===== src/rtl/mcif_rsp_pkg.sv =====
// rtl/mcif_rsp_pkg.sv - shared client constants and one-hot valid encoder for the MCIF response router
package mcif_rsp_pkg;

    localparam int NUM_CLT  = 4;
    localparam int CLT_ID_W = 2;

    function automatic logic [NUM_CLT-1:0] clt_onehot(input logic [CLT_ID_W-1:0] id, input logic en);
        clt_onehot     = '0;
        clt_onehot[id] = en;
    endfunction

endpackage


===== src/rtl/mcif_id_fifo.sv =====
// rtl/mcif_id_fifo.sv - in-order client ID FIFO with extra-MSB pointers and async active-low reset
module mcif_id_fifo #(
    parameter int DEPTH = 16,
    parameter int W     = 2,
    parameter int CNT_W = $clog2(DEPTH) + 1
) (
    input  logic             clk,
    input  logic             rst_n,
    input  logic             push_i,
    input  logic [W-1:0]     din_i,
    input  logic             pop_i,
    output logic [W-1:0]     dout_o,
    output logic             full_o,
    output logic             empty_o,
    output logic [CNT_W-1:0] count_o
);

    localparam int AW = $clog2(DEPTH);

    logic [AW:0]  wptr_q, wptr_d;
    logic [AW:0]  rptr_q, rptr_d;
    logic [W-1:0] mem_q [DEPTH];
    logic         do_push, do_pop;

    assign full_o  = (wptr_q[AW] != rptr_q[AW]) && (wptr_q[AW-1:0] == rptr_q[AW-1:0]);
    assign empty_o = (wptr_q == rptr_q);
    assign count_o = CNT_W'(wptr_q - rptr_q);
    assign dout_o  = mem_q[rptr_q[AW-1:0]];

    assign do_push = push_i & ~full_o;
    assign do_pop  = pop_i & ~empty_o;

    always_comb begin
        wptr_d = wptr_q;
        rptr_d = rptr_q;
        if (do_push) wptr_d = wptr_q + 1'b1;
        if (do_pop)  rptr_d = rptr_q + 1'b1;
    end

    always_ff @(posedge clk or negedge rst_n) begin
        if (!rst_n) begin
            wptr_q <= '0;
            rptr_q <= '0;
        end else begin
            wptr_q <= wptr_d;
            rptr_q <= rptr_d;
        end
    end

    // Storage needs no reset: entries are only read while the pointers say they are valid.
    always_ff @(posedge clk) begin
        if (do_push) mem_q[wptr_q[AW-1:0]] <= din_i;
    end

endmodule


===== src/rtl/mcif_rsp_router4.sv =====
// rtl/mcif_rsp_router4.sv - routes read-return bursts to 4 clients by in-order ID; MCIF_RSP_OUT_REG_EN adds client-side skid
module mcif_rsp_router4
    import mcif_rsp_pkg::*;
#(
    parameter int DATA_W = 256,
    parameter int DEPTH  = 16,
    parameter int CNT_W  = 5
) (
    input  logic               clk,
    input  logic               rst_n,
    input  logic               req_accept,
    input  logic               req_is_read,
    input  logic [1:0]         req_client_id,
    output logic               req_allow,
    input  logic               rsp_valid,
    input  logic [DATA_W-1:0]  rsp_data,
    input  logic               rsp_last,
    output logic               rsp_ready,
    output logic [3:0]         clt_rsp_valid,
    output logic [DATA_W-1:0]  clt_rsp_data,
    output logic               clt_rsp_last,
    input  logic [3:0]         clt_rsp_ready,
    output logic [CNT_W-1:0]   outstanding,
    output logic               err_unexpected,
    output logic               err_overflow
);

    logic                push, pop, full, empty;
    logic [CLT_ID_W-1:0] head_id;
    logic                err_unexp_q, err_unexp_d;
    logic                err_ovf_q, err_ovf_d;

    assign push      = req_accept & req_is_read & ~full;
    assign pop       = rsp_valid & rsp_ready & rsp_last & ~empty;
    assign req_allow = ~full;

    mcif_id_fifo #(
        .DEPTH (DEPTH),
        .W     (CLT_ID_W),
        .CNT_W (CNT_W)
    ) u_id_fifo (
        .clk     (clk),
        .rst_n   (rst_n),
        .push_i  (push),
        .din_i   (req_client_id),
        .pop_i   (pop),
        .dout_o  (head_id),
        .full_o  (full),
        .empty_o (empty),
        .count_o (outstanding)
    );

`ifdef MCIF_RSP_OUT_REG_EN
    typedef struct packed {
        logic [CLT_ID_W-1:0] id;
        logic                last;
        logic [DATA_W-1:0]   data;
    } skid_t;

    skid_t      e0_q, e0_d, e1_q, e1_d, beat_in;
    logic [1:0] cnt_q, cnt_d;
    logic       rdy_q;
    logic       enq, deq;

    assign rsp_ready     = rdy_q;
    assign clt_rsp_valid = clt_onehot(e0_q.id, cnt_q != 2'd0);
    assign clt_rsp_data  = e0_q.data;
    assign clt_rsp_last  = e0_q.last;

    // Beats with no outstanding ID are swallowed upstream and never enter the skid.
    assign enq     = rsp_valid & rdy_q & ~empty;
    assign deq     = (cnt_q != 2'd0) & clt_rsp_ready[e0_q.id];
    assign beat_in = '{id: head_id, last: rsp_last, data: rsp_data};

    always_comb begin
        e0_d  = e0_q;
        e1_d  = e1_q;
        cnt_d = cnt_q;
        unique case ({enq, deq})
            2'b10: begin
                if (cnt_q == 2'd0) e0_d = beat_in;
                else               e1_d = beat_in;
                cnt_d = cnt_q + 2'd1;
            end
            2'b01: begin
                e0_d  = e1_q;
                cnt_d = cnt_q - 2'd1;
            end
            2'b11: begin
                if (cnt_q == 2'd1) begin
                    e0_d = beat_in;
                end else begin
                    e0_d = e1_q;
                    e1_d = beat_in;
                end
            end
            default: ;
        endcase
    end

    always_ff @(posedge clk or negedge rst_n) begin
        if (!rst_n) begin
            e0_q  <= '0;
            e1_q  <= '0;
            cnt_q <= '0;
            rdy_q <= 1'b0;
        end else begin
            e0_q  <= e0_d;
            e1_q  <= e1_d;
            cnt_q <= cnt_d;
            rdy_q <= (cnt_d != 2'd2);
        end
    end
`else
    // Empty FIFO: accept and drop any beat so a stray response cannot wedge the memory port.
    assign rsp_ready     = empty ? rsp_valid : clt_rsp_ready[head_id];
    assign clt_rsp_valid = clt_onehot(head_id, rsp_valid & ~empty);
    assign clt_rsp_data  = rsp_data;
    assign clt_rsp_last  = rsp_last;
`endif

    assign err_unexp_d = err_unexp_q | (rsp_valid & rsp_ready & empty);
    assign err_ovf_d   = err_ovf_q | (req_accept & req_is_read & full);

    always_ff @(posedge clk or negedge rst_n) begin
        if (!rst_n) begin
            err_unexp_q <= 1'b0;
            err_ovf_q   <= 1'b0;
        end else begin
            err_unexp_q <= err_unexp_d;
            err_ovf_q   <= err_ovf_d;
        end
    end

    assign err_unexpected = err_unexp_q;
    assign err_overflow   = err_ovf_q;

endmodule


===== config.mk =====
export PLATFORM = sky130hd
export DESIGN_NAME = mcif_rsp_router4
export DESIGN_NICKNAME = d
export VERILOG_FILES = /design/src/rtl/mcif_rsp_pkg.sv /design/src/rtl/mcif_id_fifo.sv /design/src/rtl/mcif_rsp_router4.sv
export SDC_FILE = /design/constraint.sdc
export NUM_CORES = 1
export LEC_CHECK = 0
export BUFFER_PORTS_ARGS = -buffer_cell sky130_fd_sc_hd__buf_4
export CAP_MARGIN = 15
export CORE_AREA = 4 4 209 211
export DETAILED_ROUTE_END_ITERATION = 8
export DIE_AREA = 0 0 213 215
export PLACE_DENSITY = 0.3
export SYNTH_ARGS = -nofsm -noshare
export SYNTH_HDL_FRONTEND = slang
export SYNTH_SLANG_ARGS = --single-unit

===== constraint.sdc =====
create_clock -name clk -period 3.45 [get_ports clk]
set_input_delay 0.345 -clock clk [delete_from_list [all_inputs] [get_ports clk]]
set_output_delay 0.345 -clock clk [all_outputs]
set_load 0.02 [all_outputs]

==> results of run 1 <==
final timing paths:
| path | from | endpoint | slack [ns] | cells past startpoint |
|---|---|---|---|---|
| setup / recovery | u_id_fifo.rptr_q[0]$_DFFE_PN0P_ | rsp_ready | 0.31 | 7 |
| max in group asynchronous | rst_n | u_id_fifo.rptr_q[0]$_DFFE_PN0P_ | 2.81 | 2 |
| min in group asynchronous | rst_n | err_overflow$_DFF_PN0_ | 0.45 | 2 |
| hold / removal | rsp_valid | err_unexpected$_DFF_PN0_ | 0.31 | 2 |
| hold reg to reg | err_unexpected$_DFF_PN0_ | err_unexpected$_DFF_PN0_ | 0.46 | 1 |
| setup reg to reg | u_id_fifo.rptr_q[0]$_DFFE_PN0P_ | u_id_fifo.rptr_q[1]$_DFFE_PN0P_ | 0.83 | 6 |
where the power goes:
part,internal [mW],total [mW],switching [mW]
logic,0.633,1.46,0.825
clock network,0.263,0.449,0.187
registers,0.659,0.795,0.135
total,1.55,2.70,1.15
critical path: stages (launching register included):
cell     delay (ns)
dfrtp_2        0.54
mux4_1         0.61
o22ai_1        0.34
nor2_1         0.25
o21ai_0        0.13
o21ai_0        0.13
mux2_2         0.33
buf_4          0.17
state kept, by name, summed over array words and instances, names as in the netlist:
register	count
err_overflow	1
err_unexpected	1
u_id_fifo.mem_q	32
u_id_fifo.rptr_q	5
u_id_fifo.wptr_q	5
through the flow:
stage          cell area, um^2  utilization (%)  setup slack, ns
6_report                  3268            7.826           0.3128
5_1_grt                   3268            7.826           0.1047
4_1_cts                   3266            7.820          0.01388
3_5_place_dp              3118            7.467           0.3304
3_3_place_gp              3118            7.467           0.3022
2_1_floorplan             4175                -           0.9982
cell families after synthesis:
logic type / count (synthesis) / synth area share (%)
AOI/OAI and AO/OA: 17 / 2.787
DFF: 44 / 30.21
xor gates and xnor gates: 12 / 2.517
buffers and inverters: 273 / 47.95
and+or+nand+nor: 54 / 5.934
muxes: 17 / 7.432
adders and majority gates: 10 / 3.177
per-layer routing:
| metal | vias up | track usage, % | wire (um) |
|---|---|---|---|
| li1 | 671 | - | - |
| met1 | 852 | 6.147 | 5174 |
| met2 | 342 | 16.00 | 11220 |
| met3 | 51 | 13.58 | 7270 |
| met4 | 2 | 2.212 | 538 |
| met5 | - | 2.586 | 143 |
synthesized netlist by cell type, drive strengths merged:
master     n  area [um^2]
buf      261         1957
edfxtp    32        960.9
nand2     17        66.32
nor2      17        63.81
dfrtp     12        300.3
inv       10        37.54
ha         9        112.6
mux4       8        187.7
xnor2      7        61.31
mux2i      6        85.08
nor3       5        25.02
xor2       5        43.79
a21oi      4        20.02
nand2b     4        25.02
nor2b      4        25.02
a21o       3        22.52
mux2       3        37.53
o21ai      3        15.01
clkbuf     2        7.510
nand3      2        10.01
nand4      2        12.51
o22ai      2        12.51
a211o      1        8.760
a21boi     1        7.510
and2       1        6.260
fa         1        20.02
nor3b      1        7.510
o2111ai    1        15.01
o211ai     1        7.510
o21bai     1        7.510
or2        1        6.260
timing repair:
| item | CTS | global route |
|---|---|---|
| setup endpoints to repair | 0 | 2 |
| hold buffers | 1 | 0 |
| resized for setup | 0 | 2 |
| hold endpoints to repair | 12 | 0 |
final cells by class:
| class | count | share of cell area [%] |
|---|---|---|
| clock buffer | 5 | 3.828 |
| clock inverter | 2 | 0.3828 |
| inverter | 10 | 1.149 |
| multi-input combinational | 110 | 27.91 |
| sequential | 44 | 38.67 |
| tap | 539 | 20.64 |
| timing repair buffer | 32 | 7.427 |
==> results_dict.tcl, run 1 <==
set metrics [dict create \
    hold_viol_final 0 \
    seq_area_um2 1264 \
    die_area_um2 45800 \
    start_util_pct 9.999 \
    ys_seq_area_share_pct 30.21 \
    clock_sinks 44 \
    drtIter0Drc 83 \
    dr.pass1.iters 4 \
    vias_per_cell 2.585 \
    fin_tns_setup_ns 0 \
    fin_crit_ns 3.137 \
    cts_buffers 5 \
    grt.total_usage_pct 9.840 \
    synth_warnings 0 \
    drt_wl_total_um 24350 \
    final.setup_skew_ns 0.002782 \
    endpoint_kind "primary output" \
    cap_viol_max_count 0 \
    status "complete, no violations" \
    power_density_nw_per_um2 826.6 \
    hpwlAfterDp_um 22400 \
    io_pins 538 \
    drv_slew 0 \
    syn_avg_cell_area_um2 9.778 \
    slew-limit-headroom_pct 56.50 \
    clock_path_buffers 2 \
    ant_nets 0 \
    layout_common_cells "edfxtp_1, buf_4, nor2_1" \
    start_kind "flop" \
    p_leak_nw 1.058 \
    post_cts_buffers 0 \
    routedWlPerCell_um 32.81 \
    num_rows 75 \
    multiInputGateArea_um2 912.1 \
    nNetsFinal 481 \
    die_h_um 215 \
    cp.required_ns 3.11 \
    grt_pass1_vias 2119 \
    timing.fmax_mhz 318.8 \
    grt_max_degree 17 \
    syn2layout_area_growth_pct -21.73 \
    layoutNonFillerInstCount 742 \
    worstPathMaxFanout 11 \
    die_x_um 213 \
    gp_congestion 0.7298 \
    syn-cell-area_um2 4175 \
    ys_types 39 \
    grt-ovfl-total 0 \
    vdd_drop_max_uv 380.4 \
    drive_gt1_share_pct 26.11 \
    fillerInstances 4806 \
    vias 1918 \
    drc_errors 0 \
    io_buffers 25 \
    tightest_slew_ns 0.6500 \
    clk_pin_slew_ns 0.06 \
    worstSkewPairLatency_ns 0.28 \
    critPathKind "flop to primary output" \
    crit_arrival_ns 2.79 \
    hold_path.class "input pin to flop" \
    setup_viol_count_final 0 \
    grt_pass1_wl_um 28350 \
    whs_ns 0.3115 \
    antenna_found_initial 0 \
    htree_levels 2 \
    dp.cells 734 \
    total_power_mw 2.701 \
    antenna_cells 0 \
    synthesis.nets 705 \
    post-route-period-util_pct 90.93 \
    grt_setup_unrepaired "false" \
    core_area_um2 41760 \
    layout_commonest_cell "edfxtp_1" \
    clockRootBuffer "clkbuf_16" \
    synth-seq-cells 44 \
    cts_tree "done" \
    synthCells 427 \
]
Note: power is estimated with default switching activity, not from simulation.
==> run 2: changes to the inputs <==
--- a/config.mk
+++ b/config.mk
@@ -7,10 +7,11 @@
 export LEC_CHECK = 0
 export BUFFER_PORTS_ARGS = -buffer_cell sky130_fd_sc_hd__buf_4
 export CAP_MARGIN = 15
-export CORE_AREA = 4 4 209 211
+export CORE_AREA = 4 4 204 206
 export DETAILED_ROUTE_END_ITERATION = 8
-export DIE_AREA = 0 0 213 215
-export PLACE_DENSITY = 0.3
+export DIE_AREA = 0 0 208 210
+export PLACE_DENSITY = 0.31
 export SYNTH_ARGS = -nofsm -noshare
 export SYNTH_HDL_FRONTEND = slang
+export SYNTH_HIERARCHICAL = 1
 export SYNTH_SLANG_ARGS = --single-unit
==> results_dict.tcl, run 2 <==
set metrics [dict create \
    hpwlAfterDp_um 13590 \
    tightest_slew_ns 0.6036 \
    reg2reg_slack_ns 0.59 \
    yosys-top-cells-count "buf_4, edfxtp_1, inv_1" \
    grt_max_degree 17 \
    syn-cell-area_um2 4109 \
    syn_avg_cell_area_um2 9.760 \
    fillerInstances 4629 \
    grt-ovfl-total 0 \
    fin_crit_ns 3.183 \
    htree_levels 2 \
    grt_setup_unrepaired "false" \
    dr.pass1.iters 4 \
    drtIter0Drc 153 \
    cts_buffers 5 \
    async_reset_ff_share_pct 27.27 \
    hold_viol_final 0 \
    vdd_drop_max_uv 182.2 \
    timing.fmax_mhz 314.2 \
    worstHoldPathCells 2 \
    layout_commonest_cell "edfxtp_1" \
    ant_nets 0 \
    grt_pass1_wl_um 19440 \
    min-delay-start "rsp_valid" \
    layoutNonFillerInstCount 720 \
    synth_flop_cell "edfxtp_1" \
    hold_end "err_unexpected$_DFF_PN0_" \
    power_density_nw_per_um2 815.8 \
    die_h_um 210 \
    r2r-start "u_id_fifo/rptr_q[0]$_DFFE_PN0P_" \
    largest_register_ffs 32 \
    routedWlPerCell_um 21.40 \
    p_leak_nw 1.032 \
    crit_start "u_id_fifo/rptr_q[0]$_DFFE_PN0P_" \
    synth_edf_count 32 \
    post-synth-top-count-cell "buf_4" \
    ys_types 37 \
    antenna_found_initial 1 \
    synth_warnings 6 \
    crit_arrival_ns 2.84 \
    drv_slew 0 \
    cap_viol_max_count 0 \
    yosysTopAreaCell "buf_4" \
    io_pins 538 \
    setup_viol_count_final 0 \
    drt_wl_total_um 15410 \
    synth-seq-cells 44 \
    seq_area_um2 1262 \
    nNetsFinal 472 \
    die_x_um 208 \
    r2r-end "u_id_fifo/rptr_q[3]$_DFFE_PN0P_" \
    hold_path.class "input pin to flop" \
    total_power_mw 2.589 \
    syn2layout_area_growth_pct -22.78 \
    clk_pin_slew_ns 0.06 \
    gp_congestion 0.6972 \
    core_area_um2 39640 \
    vias_per_cell 2.426 \
    antenna_cells 0 \
    grt_pass1_vias 1915 \
    post_cts_buffers 0 \
    synth_area_leaders "buf_4, edfxtp_1, dfrtp_1" \
    start_kind "flop" \
    dp.cells 711 \
    io_buffers 25 \
    num_rows 73 \
    layout_common_cells "edfxtp_1, buf_4, inv_1" \
    clockRootBuffer "clkbuf_16" \
    worstSkewPairLatency_ns 0.28 \
    endpoint_kind "primary output" \
    yosysTopAreaCellShare_pct 47.50 \
    clock_path_buffers 2 \
    slew-limit-headroom_pct 59.41 \
    synthesis.nets 699 \
    drc_errors 0 \
    ff2ff_path_depth 9 \
    drive_gt1_share_pct 27.18 \
    clock_sinks 44 \
    grt.total_usage_pct 6.629 \
    final.setup_skew_ns 0.007023 \
    status "complete, no violations" \
    ys_seq_area_share_pct 30.69 \
    die_area_um2 43680 \
    cp.required_ns 3.11 \
    fin_tns_setup_ns 0 \
    whs_ns 0.2841 \
    worstPathMaxFanout 12 \
    multiInputGateArea_um2 835.8 \
    cts_tree "done" \
    vias 1747 \
    start_util_pct 10.37 \
    synthCells 421 \
    critPathKind "flop to primary output" \
    post-route-period-util_pct 92.26 \
]
-- run 2: changes by cell type after synthesis, moves of 3 or more --
cell,previous run,this run
nor4_1,0,4
nor2_1,17,9
nand2_1,16,7
nand2b_1,4,0
xor2_1,5,2
inv_1,10,13
and3_1,0,4
o21ai_0,3,6
-- run 2: cells by family (layout without fill, tap and decap cells) --
kind of cell	after synthesis	count (layout)	synth area share [%]
AOI/OAI and AO/OA	19	19	3.075
xor gates and xnor gates	12	12	2.741
adders and majority gates	10	10	3.228
buffers and inverters	277	51	49.09
DFF	44	44	30.69
muxes	14	14	5.024
and+or+nand+nor	45	45	6.151
-- run 2: layout make-up --
| class | instances | area share [%] |
|---|---|---|
| tap | 525 | 20.70 |
| sequential | 44 | 39.79 |
| timing repair buffer | 30 | 7.177 |
| inverter | 13 | 1.538 |
| clock buffer | 6 | 4.062 |
| clock inverter | 2 | 0.3943 |
| multi-input combinational | 100 | 26.34 |
-- run 2: worst max-delay path by stage --
stage	to	slack, ns	depth (start not counted)
CTS	rsp_ready	0.03	7
global placement	rsp_ready	0.25	8
global route	clt_rsp_valid[0]	0.007	8
detailed placement	rsp_ready	0.13	8
floorplan	u_id_fifo/rptr_q[3]$_DFFE_PN0P_	0.77	10
finish	rsp_ready	0.27	7
-- run 2: per-stage QoR --
stage	setup WS (ns)	util, %	area (um^2)
6_report	0.2669	8.005	3173
3_5_place_dp	0.1317	7.607	3015
2_1_floorplan	0.7734	-	4109
5_1_grt	0.007288	8.005	3173
4_1_cts	0.03487	7.992	3168
3_3_place_gp	0.2462	7.607	3015
-- run 2: per-layer routing --
layer	part of all wire, %	global-route usage (%)	routed length, um
met1	23	4.597	3495
met3	23	7.084	3569
met4	4.9	3.216	760
met2	49	11.19	7569
met5	0.084	0	13
-- run 2: worst max-delay path, cell delays in order, from the launching register on --
cell and delay [ns]:
dfrtp_2 0.54, buf_4 0.22, mux2_2 0.22, o21ai_0 0.08, o31ai_2 0.43, mux4_2 0.61
mux2_2 0.30, buf_4 0.16
-- run 2: power breakdown --
group	switching, mW	internal [mW]
clock	0.190	0.267
sequential	0.154	0.655
combinational	0.743	0.580
-- run 2: timing repair --
item | CTS | global route
endpoints found under the hold margin | 12 | 0
pin swaps | 0 | 0
setup endpoints to repair | 1 | 1
resized for setup | 1 | 1
cloned | 0 | 0
hold buffers | 1 | 0
